File: src/rtl/burst_enable_gen_pkg.sv
// Shared definitions for the burst enable generator: state encoding and
// default widths for the prescale and burst-length fields.
package burst_enable_gen_pkg;

    localparam int DEF_PRESCALE_W = 4;
    localparam int DEF_BURST_W    = 8;

    localparam logic [1:0] ST_IDLE = 2'd0;
    localparam logic [1:0] ST_RUN  = 2'd1;
    localparam logic [1:0] ST_DONE = 2'd2;

    typedef enum logic [1:0] {
        IDLE = ST_IDLE,
        RUN  = ST_RUN,
        DONE = ST_DONE
    } state_t;

endpackage

File: src/rtl/burst_enable_gen_if.sv
// Control/status bundle between a burst requester (master) and the
// burst enable generator (slave).
interface burst_enable_gen_if
    import burst_enable_gen_pkg::*;
#(
    parameter int PRESCALE_W = DEF_PRESCALE_W,
    parameter int BURST_W    = DEF_BURST_W
) ();

    logic                  start;
    logic                  stop;
    logic [PRESCALE_W-1:0] prescale;
    logic [BURST_W-1:0]    burst_len;
    logic                  enable;
    logic                  busy;
    logic                  done;

    modport master (
        output start, stop, prescale, burst_len,
        input  enable, busy, done
    );

    modport slave (
        input  start, stop, prescale, burst_len,
        output enable, busy, done
    );

endinterface

File: src/rtl/burst_enable_gen_prescale_tick.sv
// Prescaler: counts 0..period and wraps. tick flags the cycle in which the
// count sits at period, i.e. the edge that closes one period. While clear
// is high the count is held at 0 so a new burst always starts aligned.
module prescale_tick
    import burst_enable_gen_pkg::*;
#(
    parameter int PRESCALE_W = DEF_PRESCALE_W
) (
    input  logic                  clock,
    input  logic                  reset,
    input  logic                  clear,
    input  logic [PRESCALE_W-1:0] period,
    output logic                  tick
);

    logic [PRESCALE_W-1:0] count_reg;

    // Period counter, restarted from 0 on clear or on reaching period.
    always_ff @(posedge clock or posedge reset) begin
        if (reset) begin
            count_reg <= '0;
        end else if (clear || (count_reg == period)) begin
            count_reg <= '0;
        end else begin
            count_reg <= count_reg + 1'b1;
        end
    end

    assign tick = !clear && (count_reg == period);

endmodule

File: src/rtl/burst_enable_gen.sv
// Burst enable generator: after start, issues burst_len one-cycle enable
// pulses spaced prescale+1 clocks apart (burst_len = 0 runs until stop),
// then strobes done for one cycle. All outputs come straight from flops.
module burst_enable_gen
    import burst_enable_gen_pkg::*;
#(
    parameter int PRESCALE_W = DEF_PRESCALE_W,
    parameter int BURST_W    = DEF_BURST_W
) (
    input  logic              clock,
    input  logic              reset,
    burst_enable_gen_if.slave bus
);

    state_t                state_reg, state_next;
    logic [PRESCALE_W-1:0] period_reg, period_next;
    logic [BURST_W-1:0]    len_reg, len_next;
    logic [BURST_W-1:0]    pulse_cnt_reg, pulse_cnt_next;
    logic                  enable_reg, enable_next;
    logic                  busy_reg;
    logic                  done_reg;
    logic                  tick;
    logic                  tick_clear;
    logic                  burst_complete;

    assign tick_clear = (state_reg != RUN);

    prescale_tick #(
        .PRESCALE_W (PRESCALE_W)
    ) u_prescale_tick (
        .clock  (clock),
        .reset  (reset),
        .clear  (tick_clear),
        .period (period_reg),
        .tick   (tick)
    );

    // The L-th pulse has been issued; the cycle after its enable we leave RUN,
    // so the last enable cycle still shows busy and done follows it directly.
    assign burst_complete = (len_reg != '0) && (pulse_cnt_reg == len_reg);

    // Next-state and pulse decisions; stop has priority over a due pulse.
    always_comb begin
        state_next     = state_reg;
        period_next    = period_reg;
        len_next       = len_reg;
        pulse_cnt_next = pulse_cnt_reg;
        enable_next    = 1'b0;
        case (state_reg)
            IDLE: begin
                if (bus.start && !bus.stop) begin
                    state_next     = RUN;
                    period_next    = bus.prescale;
                    len_next       = bus.burst_len;
                    pulse_cnt_next = '0;
                end
            end
            RUN: begin
                if (bus.stop) begin
                    state_next = IDLE;
                end else if (burst_complete) begin
                    state_next = DONE;
                end else if (tick) begin
                    enable_next    = 1'b1;
                    pulse_cnt_next = pulse_cnt_reg + 1'b1;
                end
            end
            DONE: begin
                state_next = IDLE;
            end
            default: begin
                state_next = IDLE;
            end
        endcase
    end

    // State, captured parameters, pulse counter and registered outputs.
    always_ff @(posedge clock or posedge reset) begin
        if (reset) begin
            state_reg     <= IDLE;
            period_reg    <= '0;
            len_reg       <= '0;
            pulse_cnt_reg <= '0;
            enable_reg    <= 1'b0;
            busy_reg      <= 1'b0;
            done_reg      <= 1'b0;
        end else begin
            state_reg     <= state_next;
            period_reg    <= period_next;
            len_reg       <= len_next;
            pulse_cnt_reg <= pulse_cnt_next;
            enable_reg    <= enable_next;
            busy_reg      <= (state_next == RUN);
            done_reg      <= (state_next == DONE);
        end
    end

    assign bus.enable = enable_reg;
    assign bus.busy   = busy_reg;
    assign bus.done   = done_reg;

endmodule
File: src/flat_wrapper.sv
// flat-port wrapper written by rule: the top's interface ports become plain ports
module burst_enable_gen_flat import burst_enable_gen_pkg::*;
#(
    parameter int PRESCALE_W = DEF_PRESCALE_W,
    parameter int BURST_W    = DEF_BURST_W
)
  (clock, reset, bus_start, bus_stop, bus_prescale, bus_burst_len, bus_enable, bus_busy, bus_done);
  burst_enable_gen_if #(.PRESCALE_W(PRESCALE_W), .BURST_W(BURST_W)) bus_i ();
  input  logic clock;
  input  logic reset;
  input wire logic [$bits(bus_i.start)-1:0] bus_start;
  input wire logic [$bits(bus_i.stop)-1:0] bus_stop;
  input wire logic [$bits(bus_i.prescale)-1:0] bus_prescale;
  input wire logic [$bits(bus_i.burst_len)-1:0] bus_burst_len;
  output wire logic [$bits(bus_i.enable)-1:0] bus_enable;
  output wire logic [$bits(bus_i.busy)-1:0] bus_busy;
  output wire logic [$bits(bus_i.done)-1:0] bus_done;
  assign bus_i.start = bus_start;
  assign bus_i.stop = bus_stop;
  assign bus_i.prescale = bus_prescale;
  assign bus_i.burst_len = bus_burst_len;
  assign bus_enable = bus_i.enable;
  assign bus_busy = bus_i.busy;
  assign bus_done = bus_i.done;
  burst_enable_gen #(.PRESCALE_W(PRESCALE_W), .BURST_W(BURST_W)) u_core (.clock(clock), .reset(reset), .bus(bus_i));
endmodule
File: config.mk
export PLATFORM = sky130hd
export DESIGN_NAME = burst_enable_gen_flat
export DESIGN_NICKNAME = d
export VERILOG_FILES = /design/src/rtl/burst_enable_gen_pkg.sv /design/src/rtl/burst_enable_gen_if.sv /design/src/rtl/burst_enable_gen_prescale_tick.sv /design/src/rtl/burst_enable_gen.sv /design/src/flat_wrapper.sv
export SDC_FILE = /design/constraint.sdc
export NUM_CORES = 1
export LEC_CHECK = 0
export ABC_AREA = 1
export BUFFER_PORTS_ARGS = -buffer_cell sky130_fd_sc_hd__buf_2
export CORE_MARGIN = 1.5
export CORE_UTILIZATION = 40
export CTS_CLUSTER_DIAMETER = 30
export DETAILED_ROUTE_END_ITERATION = 6
export PLACE_DENSITY = 0.69
export REMOVE_ABC_BUFFERS = 1
export SLEW_MARGIN = 20
export SYNTH_ARGS = -nofsm -noshare
export SYNTH_HDL_FRONTEND = slang
export SYNTH_HIERARCHICAL = 1
export SYNTH_SLANG_ARGS = --single-unit
File: constraint.sdc
create_clock -name clock -period 2.47 [get_ports clock]
set_input_delay 0.247 -clock clock [delete_from_list [all_inputs] [get_ports clock]]
set_output_delay 0.247 -clock clock [all_outputs]
set_load 0.03 [all_outputs]
==> flow_metrics.tcl, run 1 <==
set metrics [dict create \
    io_pins 19 \
    min_period_ps 1480 \
    layout.nets 240 \
    wl_um 2840 \
    cts.sinks 29 \
    multi_input_area_sq_um 691 \
    crit_start "u_core/pulse_cnt_reg[2]" \
    hold_violations 0 \
    rsz0062_at_grt "false" \
    synth.distinct_cells 23 \
    port-buffer-count 18 \
    clk_pin_slew_ps 60 \
    yosysWarnings 6 \
    synth_top_family_by_area "simple AND/OR/NAND/NOR gates" \
    cts.path.max_buffers 2 \
    min_delay_path_depth 2 \
    muxShareOfSynthArea_pct 4.38 \
    vias 1243 \
    antenna_cells 0 \
    reg2regPathDepth 10 \
    fin_crit_sh_pct 59.8 \
    slew_headroom_pct 78.8 \
    synthArstFlopShare_pct 100 \
    synthSimpleGateAreaFrac_pct 32.3 \
    ir_drop_v 0.000277 \
    area_growth_pct 16.9 \
    synth_xor_xnor_area_share_pct 2.27 \
    syn_avg_cell_area_sq_um 7.82 \
    synth_compound_area_share_pct 4.22 \
    clk_latency_ps 280 \
    setup_ws_ps 992 \
    synth_edf_count 0 \
    place_congestion 0.813 \
    crit_path_end_kind "flop" \
    seqCellArea_sq_um 726 \
    ys.flop_type "dfrtp_1" \
    crit_required_ps 2640 \
    grt_max_degree 30 \
    rrSetupSlack_ps 990 \
    initial_core_util_pct 41.8 \
    cp.arrival_ps 1650 \
    die_w_um 65.1 \
    firstDrtPassIters 4 \
    cts_tree "yes" \
    start_kind "flop" \
    crit-reg2reg-launch "u_core/pulse_cnt_reg[2]" \
    drc 0 \
    coreArea_sq_mm 0.00369 \
    slew_viol_final 0 \
    final-setup-viol-count 0 \
    die_y_um 65.1 \
    fmax_ghz 0.677 \
    place_ws_ps 1000 \
    grt_pass1_vias 1154 \
    cts_buffers 5 \
    antenna_left 0 \
    syn_inst 197 \
    nFillCells 373 \
    wl_per_cell_um 10.5 \
    fin_tns_setup_ps 0 \
    overflow 0 \
    die_area_sq_mm 0.00424 \
    avgViaCountPerCell 4.59 \
    r2r-end "u_core/pulse_cnt_reg[1]" \
    h-tree-depth 2 \
    drive_gt1_share_pct 21.1 \
    drtIter0Drc 96 \
    min_path_type "input port to flop" \
    ys_seq_elements 29 \
    crit_fanout 10 \
    cap_violations 0 \
    synthAdderAreaFrac_pct 1.62 \
    grt_pass1_wl_um 4970 \
    worst_slew_pin_slew_ps 318 \
    seq_area_frac_synth_pct 47.1 \
    cts-root-buf "clkbuf_8" \
    leakagePower_nw 0.932 \
    power.density_mw_per_mm2 676 \
    fin_skew_ps 3.28 \
    antenna_found_initial 0 \
    critPathCapture "u_core/pulse_cnt_reg[1]" \
    syn_area_sq_mm 0.00154 \
    hpwl_um 2060 \
    grt_usage_pct 15.8 \
    status "finished, final reports clean" \
    worstSetupPathType "flop to flop" \
    placementRows 22 \
]
## final cells by class
cell class / instances / area share, %
Tap cell: 48 / 3.33
Timing Repair Buffer: 21 / 6.39
Clock inverter: 1 / 0.278
Inverter: 29 / 6.04
Clock buffer: 7 / 5.35
Sequential cell: 29 / 40.3
Multi-Input combinational cell: 136 / 38.3
## cells by family (layout without fill, tap and decap cells)
family                   Yosys count  count (layout)
adder cells (fa/ha/maj)            2               2
buffers and inverters             32              58
XOR/XNOR                           4               4
multiplexers                       6               6
AND/OR/NAND/NOR                  111             111
flip-flops                        29              29
AO/OA/AOI/OAI                     13              13
## synthesized netlist by cell type (2+ instances only)
library cell | n | share of area [%]
nor2_1 | 22 | 5.4
ha_1 | 2 | 1.6
inv_1 | 25 | 6.1
a21oi_1 | 10 | 3.2
inv_2 | 4 | 0.97
nand2_1 | 62 | 15
o21ai_0 | 2 | 0.65
nand3_4 | 2 | 2.3
nor3_1 | 7 | 2.3
dfrtp_1 | 29 | 47
nand3_1 | 11 | 3.6
nor2_2 | 3 | 1.2
mux2_2 | 6 | 4.4
xnor2_1 | 3 | 1.7
## cells in the final DEF, fill, tap and decap left out
cell type      Yosys  final
a21oi_1           10     10
buf_2              1     18
buf_4              1      2
clkbuf_8           0      7
clkinv_2           0      1
dfrtp_1           29     29
dlygate4sd3_1      0      1
ha_1               2      2
inv_1             25     25
inv_2              4      4
mux2_2             6      6
nand2_1           62     62
nand2_2            1      1
nand2_4            1      1
nand3_1           11     11
nand3_2            1      1
nand3_4            2      2
nor2_1            22     22
nor2_2             3      3
nor2_4             1      1
nor3_1             7      7
o21ai_0            2      2
o21ai_1            1      1
xnor2_1            3      3
xor2_1             1      1
## where the power goes
part	internal, mW	switching [mW]
Clock	0.251	0.173
Combinational	0.0906	0.124
Sequential	0.532	0.0489
## repair_timing
action / 4_1_cts / 5_1_grt
hold buffers: 1 / 0
buffers inserted: 0 / 0
gates resized for setup: 0 / 0
hold endpoints to repair: 4 / 0
## metal layers
layer  part of all wire [%]  up-vias  global-route usage (%)
met5                      0        -                       0
met4                    2.7        0                    9.90
met3                    3.6        6                    3.65
met2                     47       20                    25.6
met1                     47      557                    18.9
li1                       -      660                       -
## how the worst min path moves through the flow
stage | start | slack (ps) | to
floorplan | reset | 10 | u_core/u_prescale_tick/count_reg[0]
global placement | reset | 140 | u_core/u_prescale_tick/count_reg[0]
detailed placement | reset | 140 | u_core/u_prescale_tick/count_reg[0]
CTS | bus_prescale[0] | 190 | u_core/period_reg[0]
global route | bus_burst_len[5] | 190 | u_core/len_reg[5]
finish | bus_prescale[0] | 190 | u_core/period_reg[0]
## stage by stage
step	instances	area (sq um)	hold WS, ps	power, mW	utilization [%]
2_1_floorplan	194	1530	13.1	0.745	-
3_3_place_gp	262	1690	142	0.796	45.8
3_5_place_dp	262	1690	144	0.804	45.8
4_1_cts	271	1800	188	1.23	48.8
5_1_grt	271	1800	190	1.30	48.8
6_report	271	1800	190	1.22	48.8
## worst max-delay path, cell delays in order, from the launching register on
cell     delay [ps]
dfrtp_1         460
inv_1            80
nand2_1          50
nand2_1          70
nand2_1          60
nor2_2          140
nand3_4         120
nand3_4         150
nand2_4         100
nand2_1          90
nand2_1          50
No activity file was read; power rests on OpenSTA's default activity.
==> run 2: changes to the inputs <==
- clock period: 2.47 -> 1.4 ns (I/O delays scaled with it)
==> run 2 against run 1 <==
  * The flow now finishes with violations (negative setup slack)
  * First-iteration DRC count down 44%
  * Clock skew up 1.2 ps
  * Final cell count up 7.4%
  * Clock power up 75%
  * Critical path depth down 2
  * Clock-buffer cell count unchanged
  * Core utilization up 5.9 points
  * Sequential power up 76%
  * Non-clock buffer count up 19
  * Sequential cell count unchanged
  * Combinational power up 130%
  * Largest power group unchanged
  * Highest routed layer unchanged
==> flow_metrics.tcl, run 2 (same netlist as run 1, synthesis figures left out) <==
set metrics [dict create \
    antenna_found_initial 0 \
    die_y_um 65.1 \
    power.density_mw_per_mm2 1110 \
    antenna_left 0 \
    cp.arrival_ps 1570 \
    ir_drop_v 0.000561 \
    die_w_um 65.1 \
    crit_path_end_kind "flop" \
    cts_tree "yes" \
    firstDrtPassIters 4 \
    drc 0 \
    hold_violations 0 \
    design_area_sq_mm 0.00202 \
    wl_per_cell_um 10.9 \
    worst_slew_pin_slew_ps 455 \
    min_delay_path_depth 2 \
    slew_headroom_pct 69.6 \
    vias 1362 \
    cts.path.max_buffers 2 \
    route.met2.wl_um 1640 \
    setup_ws_ps -0.136 \
    highest_layer "met4" \
    h-tree-depth 2 \
    io_pins 19 \
    crit_fanout 8 \
    total_power_mw 2.25 \
    reg2regPathDepth 8 \
    min_path_type "input port to flop" \
    crit_required_ps 1570 \
    status "finished, violations left" \
    start_kind "flop" \
    die_area_sq_mm 0.00424 \
    placementRows 22 \
    area_growth_pct 31.1 \
    wl_um 3160 \
    cts.sinks 29 \
    met1_length_um 1350 \
    cts-root-buf "clkbuf_8" \
    dpl_cell_area_sq_mm 0.00180 \
    drive_gt1_share_pct 32.5 \
    final_common_cell "nand2_1" \
    initial_core_util_pct 41.8 \
    final-setup-viol-count 1 \
    slew_viol_final 0 \
    grt_usage_pct 17.5 \
    antenna_cells 0 \
    cts_buffers 5 \
    rsz0062_at_grt "true" \
    min_period_ps 1400 \
    clk_pin_slew_ps 60 \
    grt_pass1_wl_um 5480 \
    place_congestion 0.822 \
    fmax_ghz 0.714 \
    cap_violations 0 \
    drtIter0Drc 54 \
    nFillCells 345 \
    overflow 0 \
    grt_max_degree 30 \
    leakagePower_nw 1.04 \
    violations "negative setup slack" \
    worstSetupPathType "flop to flop" \
    coreArea_sq_mm 0.00369 \
    clk_latency_ps 280 \
    grt_pass1_vias 1251 \
    avgViaCountPerCell 4.68 \
    fin_crit_sh_pct 100 \
    final_cell_mix "nand2_1, dfrtp_1, inv_1" \
    route.met3.wl_um 100 \
    hpwl_um 2200 \
    fin_skew_ps 4.49 \
    layout.nets 260 \
    place_ws_ps -40.3 \
    port-buffer-count 18 \
]
run 2: cell count changes in the layout (fill, tap and decap cells not counted), moves of 3 or more:
| cell | before | now |
|---|---|---|
| nor3_2 | 0 | 3 |
| inv_2 | 4 | 8 |
| nor3_1 | 7 | 4 |
| nor2_1 | 22 | 19 |
| buf_4 | 2 | 19 |
| inv_1 | 25 | 21 |
run 2: what timing repair did:
action / CTS / global route
hold buffers: 1 / 0
resized for setup: 4 / 10
endpoints found under the setup margin: 8 / 12
pin swaps: 3 / 3
hold endpoints to repair: 13 / 0
buffers inserted: 2 / 6
cloned: 1 / 0
run 2: final cells by class:
type / count / area [sq um] / area share (%)
multi-input combinational: 137 / 742 / 36.7
sequential: 29 / 726 / 35.9
timing repair buffer: 40 / 283 / 14.0
inverter: 29 / 109 / 5.39
clock buffer: 7 / 96.3 / 4.77
tap: 48 / 60.1 / 2.97
clock inverter: 1 / 5.00 / 0.248
run 2: report_power, final:
part           switching, mW  total (mW)  leakage (nW)  internal (mW)
combinational          0.266       0.488         0.617          0.222
sequential            0.0782        1.02         0.368          0.938
clock                  0.299       0.742        0.0542          0.443
run 2: through the flow:
stage,TNS [ps],hold WS [ps],utilization (%),instances
after floorplan,-3180,-93.9,-,194
final,-0.136,93.2,54.8,291
after CTS,0,82.5,52.9,285
after global placement,-50.7,38.4,48.7,273
after global routing,-462,84.4,54.8,291
after detailed placement,-261,40.5,48.7,273
run 2: final timing paths:
kind / slack, ps / from / endpoint
min in group asynchronous: 290 / reset / u_core/u_prescale_tick/count_reg[2]
worst max-delay path: -0.1 / u_core/pulse_cnt_reg[1] / u_core/pulse_cnt_reg[2]
max in group asynchronous: 540 / reset / u_core/pulse_cnt_reg[3]
worst min-delay path: 90 / bus_prescale[0] / u_core/period_reg[0]
worst max register to register: -0.1 / u_core/pulse_cnt_reg[1] / u_core/pulse_cnt_reg[2]
worst min register to register: 540 / u_core/period_reg[3] / u_core/period_reg[3]
run 2: critical path, stage by stage (launching register included):
cell and delay [ps]:
dfrtp_1 420, xnor2_1 190, nand2_1 80, nor2_2 140, nand3_4 120, nand3_4 130, nand2_8 90, nand2_1 70
nand2_1 50
run 2: layer usage:
layer | global-route usage (%) | up-vias
li1 | - | 703
met5 | 0 | -
met2 | 27.8 | 21
met4 | 10.2 | 0
met1 | 21.2 | 632
met3 | 4.86 | 6
==> run 3: changes to the inputs <==
- CORE_UTILIZATION: 40 -> 56
- PLACE_DENSITY: 0.69 -> 0.87
- SKIP_LAST_GASP: not set -> 1
==> run 3 against run 2 <==
  * The run still ends with negative setup slack left
  * Clock skew rose by 7.0 ps
  * First-iteration DRC count stayed put
  * Via count rose by 7.0%
  * Combinational power grew 3%
  * Final cell count decreased by 5.5%
  * Critical path depth up 2
  * Core utilization is 23 points higher
  * Largest cell class unchanged
==> flow_metrics.tcl, run 3 (same netlist as run 1, synthesis figures left out) <==
set metrics [dict create \
    status "finished, violations left" \
    violations "negative setup slack" \
    ir_drop_v 0.000949 \
    avgViaCountPerCell 5.30 \
    antenna_left 0 \
    wl_um 3670 \
    slew_headroom_pct 77.5 \
    cap_violations 0 \
    grt_pass1_vias 1354 \
    fin_skew_ps 11.5 \
    final_cell_mix "nand2_1, dfrtp_1, buf_4" \
    hpwl_um 2050 \
    worstSetupPathType "flop to flop" \
    min_path_type "input port to flop" \
    cts_buffers 5 \
    fmax_ghz 0.677 \
    cts.sinks 29 \
    hold_violations 0 \
    start_kind "flop" \
    crit_required_ps 1620 \
    antenna_found_initial 0 \
    cts.path.max_buffers 2 \
    grt_pass1_wl_um 5690 \
    setup_ws_ps -77.2 \
    worst_slew_pin_slew_ps 338 \
    h-tree-depth 2 \
    firstDrtPassIters 5 \
    die_w_um 55.5 \
    clk_pin_slew_ps 100 \
    overflow 0 \
    place_ws_ps -69.8 \
    grt_usage_pct 23.8 \
    slew_viol_final 0 \
    initial_core_util_pct 60.6 \
    leakagePower_nw 1.02 \
    dpl_cell_area_sq_mm 0.00175 \
    crit_path_end_kind "flop" \
    drtIter0Drc 54 \
    clk_latency_ps 340 \
    cp.arrival_ps 1700 \
    final-setup-viol-count 8 \
    vias 1458 \
    cts_tree "yes" \
    fin_crit_sh_pct 106 \
    cts-root-buf "clkbuf_4" \
    io_pins 19 \
    drc 0 \
    fin_tns_setup_ps -422 \
    area_growth_pct 27.9 \
    crit_fanout 8 \
    power.density_mw_per_mm2 1050 \
    min_period_ps 1480 \
    coreArea_sq_mm 0.00254 \
    layout.nets 263 \
    total_power_mw 2.06 \
    port-buffer-count 18 \
    final_common_cell "nand2_1" \
    antenna_cells 0 \
    grt_max_degree 26 \
    place_congestion 0.801 \
    die_area_sq_mm 0.00308 \
    wl_per_cell_um 13.4 \
    die_y_um 55.5 \
    rsz0062_at_grt "true" \
    design_area_sq_mm 0.00197 \
    drive_gt1_share_pct 35.9 \
    placementRows 18 \
]
## run 3: cell count changes in the layout (fill, tap and decap cells not counted), moves of 2 or more
cell,previous run,this run
buf_4,19,23
clkbuf_4,0,5
clkbuf_8,7,1
dfrtp_1,29,27
dfrtp_2,0,2
inv_1,21,19
inv_2,8,10
nand2_1,60,54
nand2_2,3,9
nor3_1,4,6
nor3_2,3,1
## run 3: where the power goes
part	total, mW	switching, mW	internal (mW)
Combinational	0.505	0.284	0.221
Sequential	1.03	0.0905	0.938
Clock	0.527	0.290	0.237
## run 3: through the flow
stage | util (%) | hold slack [ps] | cells
3_5_place_dp | 68.7 | 41.8 | 253
4_1_cts | 72.5 | 11.4 | 264
5_1_grt | 77.5 | 22.6 | 275
6_report | 77.5 | 23.8 | 275
2_1_floorplan | - | -93.9 | 194
3_3_place_gp | 68.7 | 36.7 | 253
## run 3: final cells by class
class,instances,area [sq um]
clock buffer,7,55.1
timing repair buffer,43,293
fill,166,573
sequential,29,728
multi-input combinational,137,749
tap,30,37.5
inverter,29,109
## run 3: path summary, 6_finish.rpt
check,to,slack (ps),cells after the start,start
worst max-delay path,u_core/pulse_cnt_reg[5],-80,10,u_core/pulse_cnt_reg[6]
worst min-delay path,u_core/len_reg[1],20,2,bus_burst_len[1]
worst max register to register,u_core/pulse_cnt_reg[5],-80,10,u_core/pulse_cnt_reg[6]
worst min register to register,u_core/period_reg[0],540,1,u_core/period_reg[0]
max in group asynchronous,u_core/pulse_cnt_reg[0],720,4,reset
min in group asynchronous,u_core/u_prescale_tick/count_reg[2],230,3,reset
## run 3: worst max-delay path, cell delays in order, from the launching register on
cell	delay (ps)
dfrtp_1	430
inv_2	70
nand2_1	50
nand2_1	60
nand2_1	90
nor2_2	160
nand3_4	110
nand3_4	160
nand2_8	100
nand2_2	60
nand2_1	60
## run 3: layer usage
metal  vias up  GRT usage, %  wire length (um)
met5         -             0                 0
met4         0          12.9               116
met3        16          7.96               293
met2        61          37.6              1700
met1       675          28.7              1560
li1        706             -                 -
## run 3: repair_timing
action,4_1_cts,5_1_grt
setup endpoints to repair,8,9
setup buffers,2,11
hold buffers,1,0
gates cloned,1,0
hold endpoints to repair,29,0
resized for setup,2,20
pin swaps,1,9
